$ cat src/rtl/trail_pkg.sv
`default_nettype none
// ============================================================================
// Module      : trail_pkg
// Description : Shared types for the trail effect datapath: sequencer state
//               encoding and the pixel type exchanged with trail_iir.
// Revision    : 1.0 - initial release
// ============================================================================
package trail_pkg;

    localparam int c_COLOR_DEPTH = 8;

    typedef logic [c_COLOR_DEPTH-1:0] pixel_t;

    typedef enum logic [1:0] {
        IDLE  = 2'd0,
        RUN   = 2'd1,
        DRAIN = 2'd2,
        DONE  = 2'd3
    } seq_state_t;

endpackage
`default_nettype wire

$ cat src/rtl/trail_delay_line.sv
`default_nettype none
// ============================================================================
// Module      : trail_delay_line
// Description : Valid + payload shift register of DEPTH stages with a
//               synchronous clear of the valid bits. DEPTH = 0 is a plain
//               pass-through. 'pending' is high when any stage will hold a
//               valid beat on the next cycle that has not yet reached the
//               output (i.e. the line still has work after this cycle).
// Revision    : 1.0 - initial release
// ============================================================================
module trail_delay_line
    import trail_pkg::*;
#(
    parameter int WIDTH = 8,
    parameter int DEPTH = 1
) (
    input  logic             clk,
    input  logic             rst,
    input  logic             src_valid,
    input  logic [WIDTH-1:0] src_data,
    output logic             dst_valid,
    output logic [WIDTH-1:0] dst_data,
    output logic             pending
);

    generate
        if (DEPTH == 0) begin : g_pass
            assign dst_valid = src_valid;
            assign dst_data  = src_data;
            assign pending   = 1'b0;
        end else begin : g_shift
            // Every stage except the last one feeds another stage next cycle.
            localparam logic [DEPTH-1:0] c_INNER_MASK = {DEPTH{1'b1}} >> 1;

            logic [DEPTH-1:0] r_valid;
            logic [WIDTH-1:0] r_data [DEPTH];

            // Advance valid bits and payload one stage per clock; reset flushes.
            always_ff @(posedge clk) begin
                if (rst) begin
                    r_valid <= '0;
                    for (int i = 0; i < DEPTH; i++) begin
                        r_data[i] <= '0;
                    end
                end else begin
                    r_valid[0] <= src_valid;
                    r_data[0]  <= src_data;
                    for (int i = 1; i < DEPTH; i++) begin
                        r_valid[i] <= r_valid[i-1];
                        r_data[i]  <= r_data[i-1];
                    end
                end
            end

            assign dst_valid = r_valid[DEPTH-1];
            assign dst_data  = r_data[DEPTH-1];
            assign pending   = src_valid | (|(r_valid & c_INNER_MASK));
        end
    endgenerate

endmodule
`default_nettype wire

$ cat src/rtl/trail_frame_sequencer.sv
`default_nettype none
// ============================================================================
// Module      : trail_frame_sequencer
// Description : Runs one trail_iir update pass per frame. Each accepted
//               camera pixel issues a history read; once the read data
//               returns both pixels are shown to trail_iir, and the IIR
//               result is written back to the same address.
//               Optional macro TRAIL_SEQ_STATS_EN adds frame_count_out and
//               stall_count_out statistics counters.
// Revision    : 1.0 - initial release
// ============================================================================
module trail_frame_sequencer
    import trail_pkg::*;
#(
    parameter  int COLOR_DEPTH = 8,
    parameter  int H_PIXELS    = 320,
    parameter  int V_PIXELS    = 240,
    parameter  int MEM_LATENCY = 2,
    parameter  int IIR_LATENCY = 1,
    localparam int ADDR_WIDTH  = $clog2(H_PIXELS*V_PIXELS)
) (
    input  logic                   clk_in,
    input  logic                   rst_in,
    input  logic                   start_in,
    input  logic                   cam_valid_in,
    input  logic [COLOR_DEPTH-1:0] cam_pxl_in,
    output logic                   cam_ready_out,
    output logic                   hist_rd_en_out,
    output logic [ADDR_WIDTH-1:0]  hist_addr_out,
    input  logic [COLOR_DEPTH-1:0] hist_data_in,
    output logic [COLOR_DEPTH-1:0] iir_history_out,
    output logic [COLOR_DEPTH-1:0] iir_camera_out,
    input  logic [COLOR_DEPTH-1:0] iir_update_in,
    output logic                   wr_en_out,
    output logic [ADDR_WIDTH-1:0]  wr_addr_out,
    output logic [COLOR_DEPTH-1:0] wr_data_out,
    output logic                   busy_out,
    output logic                   frame_done_out
`ifdef TRAIL_SEQ_STATS_EN
    ,
    output logic [15:0]            frame_count_out,
    output logic [31:0]            stall_count_out
`endif
);

    localparam int                    c_N_PIXELS  = H_PIXELS * V_PIXELS;
    localparam logic [ADDR_WIDTH-1:0] c_LAST_ADDR = ADDR_WIDTH'(c_N_PIXELS - 1);
    localparam int                    c_MEM_WIDTH = COLOR_DEPTH + ADDR_WIDTH;

    seq_state_t              r_state;
    seq_state_t              w_state_next;
    logic [ADDR_WIDTH-1:0]   r_addr;
    logic                    w_hs;
    logic                    w_last;

    logic                    w_mem_valid;
    logic [c_MEM_WIDTH-1:0]  w_mem_data;
    logic [COLOR_DEPTH-1:0]  w_mem_pxl;
    logic [ADDR_WIDTH-1:0]   w_mem_addr;
    logic                    w_mem_pending;

    logic                    w_wr_valid;
    logic [ADDR_WIDTH-1:0]   w_wr_addr;
    logic                    w_iir_pending;

    logic [COLOR_DEPTH-1:0]  r_cam_hold;
    logic [COLOR_DEPTH-1:0]  r_hist_hold;

    // A beat is accepted only while running; a reset cycle never starts a read.
    assign w_hs   = cam_valid_in & cam_ready_out & ~rst_in;
    assign w_last = (r_addr == c_LAST_ADDR);

    // State register.
    always_ff @(posedge clk_in) begin
        if (rst_in) begin
            r_state <= IDLE;
        end else begin
            r_state <= w_state_next;
        end
    end

    // Next-state: leave DRAIN once no beat remains behind the one now writing.
    always_comb begin
        w_state_next = r_state;
        case (r_state)
            IDLE:    if (start_in) w_state_next = RUN;
            RUN:     if (w_hs && w_last) w_state_next = DRAIN;
            DRAIN:   if (!(w_mem_pending || w_iir_pending)) w_state_next = DONE;
            DONE:    w_state_next = IDLE;
            default: w_state_next = IDLE;
        endcase
    end

    // State-decoded outputs.
    always_comb begin
        cam_ready_out  = (r_state == RUN);
        busy_out       = (r_state == RUN) || (r_state == DRAIN);
        frame_done_out = (r_state == DONE);
    end

    // Raster address counter; wraps after the last pixel so the next pass starts at 0.
    always_ff @(posedge clk_in) begin
        if (rst_in) begin
            r_addr <= '0;
        end else if (w_hs) begin
            r_addr <= w_last ? '0 : r_addr + ADDR_WIDTH'(1);
        end
    end

    assign hist_rd_en_out = w_hs;
    assign hist_addr_out  = r_addr;

    // Carry pixel and address alongside the outstanding history read.
    trail_delay_line #(
        .WIDTH (c_MEM_WIDTH),
        .DEPTH (MEM_LATENCY)
    ) u_mem_stage (
        .clk       (clk_in),
        .rst       (rst_in),
        .src_valid (w_hs),
        .src_data  ({cam_pxl_in, r_addr}),
        .dst_valid (w_mem_valid),
        .dst_data  (w_mem_data),
        .pending   (w_mem_pending)
    );

    assign {w_mem_pxl, w_mem_addr} = w_mem_data;

    // Remember the last pair shown to the IIR so the outputs hold on idle slots.
    always_ff @(posedge clk_in) begin
        if (rst_in) begin
            r_cam_hold  <= '0;
            r_hist_hold <= '0;
        end else if (w_mem_valid) begin
            r_cam_hold  <= w_mem_pxl;
            r_hist_hold <= hist_data_in;
        end
    end

    // Live path keeps the history pixel aligned exactly with the BRAM data.
    assign iir_camera_out  = w_mem_valid ? w_mem_pxl    : r_cam_hold;
    assign iir_history_out = w_mem_valid ? hist_data_in : r_hist_hold;

    // Carry the address across the IIR computation latency.
    trail_delay_line #(
        .WIDTH (ADDR_WIDTH),
        .DEPTH (IIR_LATENCY)
    ) u_iir_stage (
        .clk       (clk_in),
        .rst       (rst_in),
        .src_valid (w_mem_valid),
        .src_data  (w_mem_addr),
        .dst_valid (w_wr_valid),
        .dst_data  (w_wr_addr),
        .pending   (w_iir_pending)
    );

    // A reset cycle discards any write still in flight.
    assign wr_en_out   = w_wr_valid & ~rst_in;
    assign wr_addr_out = wr_en_out ? w_wr_addr     : '0;
    assign wr_data_out = wr_en_out ? iir_update_in : '0;

`ifdef TRAIL_SEQ_STATS_EN
    logic [15:0] r_frame_count;
    logic [31:0] r_stall_count;

    // Completed passes, counted in DONE and wrapping naturally.
    always_ff @(posedge clk_in) begin
        if (rst_in) begin
            r_frame_count <= '0;
        end else if (r_state == DONE) begin
            r_frame_count <= r_frame_count + 16'd1;
        end
    end

    // RUN cycles without a camera beat; restarted when a pass begins.
    always_ff @(posedge clk_in) begin
        if (rst_in) begin
            r_stall_count <= '0;
        end else if ((r_state == IDLE) && start_in) begin
            r_stall_count <= '0;
        end else if ((r_state == RUN) && !cam_valid_in) begin
            r_stall_count <= r_stall_count + 32'd1;
        end
    end

    assign frame_count_out = r_frame_count;
    assign stall_count_out = r_stall_count;
`else
    // Statistics counters are not built in this configuration.
`endif

endmodule
`default_nettype wire
$ cat config.mk
export PLATFORM = sky130hd
export DESIGN_NAME = trail_frame_sequencer
export DESIGN_NICKNAME = d
export VERILOG_FILES = /design/src/rtl/trail_pkg.sv /design/src/rtl/trail_delay_line.sv /design/src/rtl/trail_frame_sequencer.sv
export SDC_FILE = /design/constraint.sdc
export NUM_CORES = 1
export LEC_CHECK = 0
export CAP_MARGIN = 20
export CORE_UTILIZATION = 25
export CTS_CLUSTER_DIAMETER = 80
export DETAILED_ROUTE_END_ITERATION = 12
export GPL_TIMING_DRIVEN = 0
export PLACE_DENSITY = 0.45
export SYNTH_ARGS = -nofsm -noshare
export SYNTH_HDL_FRONTEND = slang
export SYNTH_SLANG_ARGS = --single-unit
$ cat constraint.sdc
create_clock -name clk_in -period 2.4 [get_ports clk_in]
set_input_delay 0.6 -clock clk_in [delete_from_list [all_inputs] [get_ports clk_in]]
set_output_delay 0.6 -clock clk_in [all_outputs]
set_load 0.01 [all_outputs]
# ---- Yosys cells after proc, flatten, opt, wreduce, memory -nomap -nowiden
# Memories as Yosys holds them, arrays and structs flattened.
# Cells that the tools add are included.
dict set report word_totals {
  regBits 38
  ram_bits 67
  input_bits 28
  out_inout_bits 63
  wordCells 45
  mem_count 2
}
# memory depth word_bits rd rd_clocked_by_memory_dff write_ports line
set memory_table {}
lappend memory_table {u_mem_stage.g_shift.r_data 2 25 2 0 2 trail_delay_line.sv:36} ;# logic [WIDTH-1:0] r_data [DEPTH];
lappend memory_table {u_iir_stage.g_shift.r_data 1 17 1 0 1 trail_delay_line.sv:36}
dict set report op_classes {
  add_sub_neg 1
  eq_ne 7
  muxes 16
  bitwise_logic 7
  reduce_logical 6
}
# cell n
set op_table {}
lappend op_table {{$mux W17} 3}
lappend op_table {{$mux W25} 2}
lappend op_table {{$mux W8} 3}
lappend op_table {{$add A17 B1 Y17 const B} 1}
lappend op_table {{$eq A17 B17 Y1 const B} 1}
lappend op_table {{$reduce_or A17 Y1} 1}
lappend op_table {{$pmux W2 S4} 1}
lappend op_table {{$mux W2} 3}
lappend op_table {{$eq A2 B2 Y1 const B} 2}
lappend op_table {{$mux W1} 4}
lappend op_table {{$ne A2 B2 Y1 const B} 2}
lappend op_table {{$and A1 B1 Y1} 3}
lappend op_table {{$or A1 B1 Y1} 3}
lappend op_table {{$reduce_and A3 Y1} 1}
lappend op_table {{$eq A2 B1 Y1 const B} 1}
lappend op_table {{$logic_not A2 Y1} 1}
lappend op_table {{$logic_or A1 B1 Y1} 2}
lappend op_table {{$ne A2 B1 Y1 const B} 1}
lappend op_table {{$logic_and A1 B1 Y1} 1}
lappend op_table {{$not A1 Y1} 1}

# ---- Longest topological paths before layout
dict set report logic_depth {
  ltp_word 7
  depth_mapped 8
  ltp_nobuf 6
}

# ---- By module
# A second synthesis with hierarchy kept.
dict set report hier_totals {
  hier_cells 379
  area_unflattened_um2 3936.3
}
# module instances cells_each area_per_inst_um2 seq_area_each_um2
set by_module_without_submodules {}
lappend by_module_without_submodules {trail_frame_sequencer 1 206 1854.3 700.7}
lappend by_module_without_submodules {{trail_delay_line (u_mem_stage)} 1 135 1585.3 1041.0}
lappend by_module_without_submodules {{trail_delay_line (u_iir_stage)} 1 38 496.7 360.3}

# ---- Least setup slack after synthesis
# Ideal clock, no wire load.
dict set report synth_path {
  path_type {input -> register}
  from {input port rst_in}
  to {register r_addr[16], in the netlist hist_addr_out[16]}
  setup_ns 0.066
  arrival_ns 2.131
  required_ns 2.334
  path_slack_ns 0.203
  cell_stages 6
  n_path_buf 2
  path_cell_list {buf_6 and4b_1 or4b_1 buf_2 or4_4 a21oi_2}
}
dict set report synth_between {
  elab_chain_len 2
}
# element line
set synth_lines {}
lappend synth_lines {{start, declared} trail_frame_sequencer.sv:23} ;# input logic rst_in,
lappend synth_lines {{$not A1 Y1} trail_frame_sequencer.sv:70} ;# assign w_hs = cam_valid_in & cam_ready_out & ~rst_in;
lappend synth_lines {{$and A1 B1 Y1} trail_frame_sequencer.sv:70}
lappend synth_lines {{end signal, assigned} trail_frame_sequencer.sv:106} ;# r_addr <= w_last ? '0 : r_addr + ADDR_WIDTH'(1);
lappend synth_lines {{end, declared} trail_frame_sequencer.sv:52} ;# logic [ADDR_WIDTH-1:0] r_addr;
# Parallel ways exist; a longest one is shown, timed or not.
# A chain may end at the register's enable or synchronous reset.

# ---- Worst setup path after layout
dict set report layout_path {
  from {input port hist_data_in[7]}
  to {output port iir_history_out[7]}
}
dict set report layout_between {
  elab_chain_len 1
}
# element line
set layout_lines {}
lappend layout_lines {{start, declared} trail_frame_sequencer.sv:30} ;# input logic [COLOR_DEPTH-1:0] hist_data_in,
lappend layout_lines {{$mux W8} n/a}
lappend layout_lines {{end, declared} trail_frame_sequencer.sv:31} ;# output logic [COLOR_DEPTH-1:0] iir_history_out,
# No other way between the ends.

==> metrics.yaml <==
outcome:
  status: "complete, no violations"
logic_synthesis:
  netlist.area_leader.share_pct: 57.61
  ys_top_cells_by_area: "dfxtp_1, nor2b_1, mux2_2, and2_1, ha_1"
  yosysWarningCount: 0
  synth-edff-count: 0
  ys_seq_elements: 105
  seq_area_frac_synth_pct: 57.61
  ys.flop_type: "dfxtp_1"
  synthCells: 347
  synth.distinct_cells: 35
  synth_top_area_cell: "dfxtp_1"
  syn-cell-area_mm2: 0.003648
  async_reset_ff_share_pct: 0
  post_synth.cell_area_avg_um2: 10.51
  synth_fp_nets: 380
critical_path:
  path_max_fanout: 2
  worstPathRequired_ps: 1800
  critPathArrivalTime_ps: 1760
  critPathKind: "in2out"
  critPathCaptureType: "primary output"
  startpoint_type: "primary input"
drt:
  ant_nets: 0
  drtPass1Iterations: 4
  wirelength_mm: 7.915
  via_per_inst: 4.025
  drtIter0Drc: 65
  wire_per_inst_um: 12.46
  drc: 0
  vias: 2556
job:
  max_cap_violations: 0
global_route:
  antenna_found_initial: 0
  grt-ovfl-total: 0
  grt_pass1_vias: 2452
  grt_max_degree: 19
  grt_pass1_wl_mm: 12.63
  track_usage_pct: 11.04
cells_and_area:
  final_util_pct: 36.43
  drive_gt1_share_pct: 11.21
  design_area_mm2: 0.005116
  fin_nets: 483
  final_cell_mix: "dfxtp_1, clkdlybuf4s50_1, nor2b_1"
  insertedDiodeCount: 0
  final_common_cell: "dfxtp_1"
  synthToLayoutAreaGrowth_pct: 40.23
cts:
  clkLatencyLatePin_ps: 330
  clkTransAtPathRegs_ps: 70
  h-tree-depth: 3
  cts_tree: "built"
  cts_buffer_depth: 2
  cts.sinks: 105
  clockRootBuffer: "clkbuf_16"
  cts_buffers: 9
floorplanning:
  coreArea_mm2: 0.01404
  die_h_um: 122.8
  die_w_um: 122.8
  rows: 43
  start_util_pct: 25.98
  ios: 91
  die-area_mm2: 0.01508
power_and_ir_drop:
  power_density_mw_per_mm2: 694.6
  pwr-share-seq_pct: 51.0
  power.share.clock_pct: 38.1
  ir_drop_mv: 0.3882
  p_sw_mw: 0.8528
  pwr-share-comb_pct: 10.9
  power.internal_mw: 2.701
  leakage_nw: 1.987
  switching_share_pct: 24.00
placement:
  portBuffers: 89
  post-place-ws_ps: -458.6
  place_congestion: 0.7442
  placed_area_mm2: 0.004765
  hpwl_mm: 5.713
timing:
  slew-limit-headroom_pct: 63.10
  rsz0062_at_grt: "false"
  finalWorstSetupSlack_ps: 35.51
  max_freq_ghz: 0.4229
  hold_ws_ps: 434.2
  finalHoldViolCount: 0
  setup_viol: 0
  period_share_pct: 98.52
  tightestPinTransition_ps: 553.6
  setup-tns-final_ps: 0
  finalCriticalPeriod_ps: 2364
  slew_violations: 0
  skew_ps: 3.576
worst_hold_path:
  hp-class: "reg2reg"
[timing repair]
action                                  in CTS  in global routing
resized for setup                           15                  8
buffers inserted                             3                  1
hold buffers                                 0                  0
cloned                                       0                  0
pin swaps                                    0                  1
endpoints found under the setup margin      43                 17
[metal layers]
metal | wire length (um) | track usage [%]
met5 | 0 | 0
met4 | 146 | 5.335
met3 | 398 | 2.509
met2 | 3789 | 17.70
met1 | 3581 | 13.92
[kinds of logic (layout without fill, tap and decap cells)]
kind of cell               after synthesis  after routing  share of synthesized area [%]
muxes                                   18             18                          5.487
xor gates and xnor gates                 7              7                          1.680
buffers and inverters                   25            133                          2.880
and+or+nand+nor                        163            163                          26.92
adders and majority gates                5              5                          1.715
DFF                                    105            105                          57.61
AOI/OAI and AO/OA                       24             24                          3.703
[worst paths after layout]
check / cells after the start / start / to / slack (ps)
setup / recovery: 3 / hist_data_in[7] / iir_history_out[7] / 40
hold / removal: 1 / u_mem_stage.g_shift.r_data[0][22] / u_mem_stage.g_shift.r_data[0][47] / 430
setup reg to reg: 5 / hist_addr_out[10] / hist_addr_out[5] / 170
hold reg to reg: 1 / u_mem_stage.g_shift.r_data[0][22] / u_mem_stage.g_shift.r_data[0][47] / 430
[power by group through the flow]
stage	Combinational, mW	Sequential [mW]	Clock [mW]
floorplan	0.213	1.85	0
global route	0.424	1.82	1.48
global placement	0.386	1.85	0
CTS	0.393	1.81	1.40
finish	0.386	1.81	1.35
detailed placement	0.384	1.85	0
[critical path: stages]
cell and delay, ps:
clkdlybuf4s50_1 400, mux2_2 270, clkdlybuf4s50_1 500
[final cells by class]
cell class,instances,area (um2)
fill,1405,8926
sequential,105,2106
multi-input combinational,217,1453
timing repair buffer,93,932.1
clock buffer,9,225.2
tap,180,225.2
buffer,18,96.34
clock inverter,7,56.30
inverter,6,22.52
[synth_stat cells (all sizes together), types with 2 or more instances]
library cell  number
and2              25
or4b               2
nand3              6
a21oi             10
clkbuf            14
ha                 5
inv                6
or3                7
nand4b             2
nand2              8
mux2i              2
nor2              14
nor2b             83
o21ai             10
nand4              3
dfxtp            105
nand2b             4
nor3               2
buf                5
or4                3
o21bai             2
xor2               3
mux2              16
xnor2              4
[state kept, by name (all words and copies together) (netlist names)]
name / flops
r_cam_hold: 8
u_mem_stage.g_shift.r_valid: 2
u_iir_stage.g_shift.r_data: 17
u_mem_stage.g_shift.r_data: 50
r_state: 2
u_iir_stage.dst_valid: 1
hist_addr_out: 17
r_hist_hold: 8
[metrics by stage]
stage | cells | power, mW
floorplan | 347 | 2.061
global route | 635 | 3.724
global placement | 616 | 2.240
CTS | 634 | 3.610
detailed placement | 616 | 2.237
finish | 635 | 3.554
Note: power is estimated with default switching activity, not from simulation.
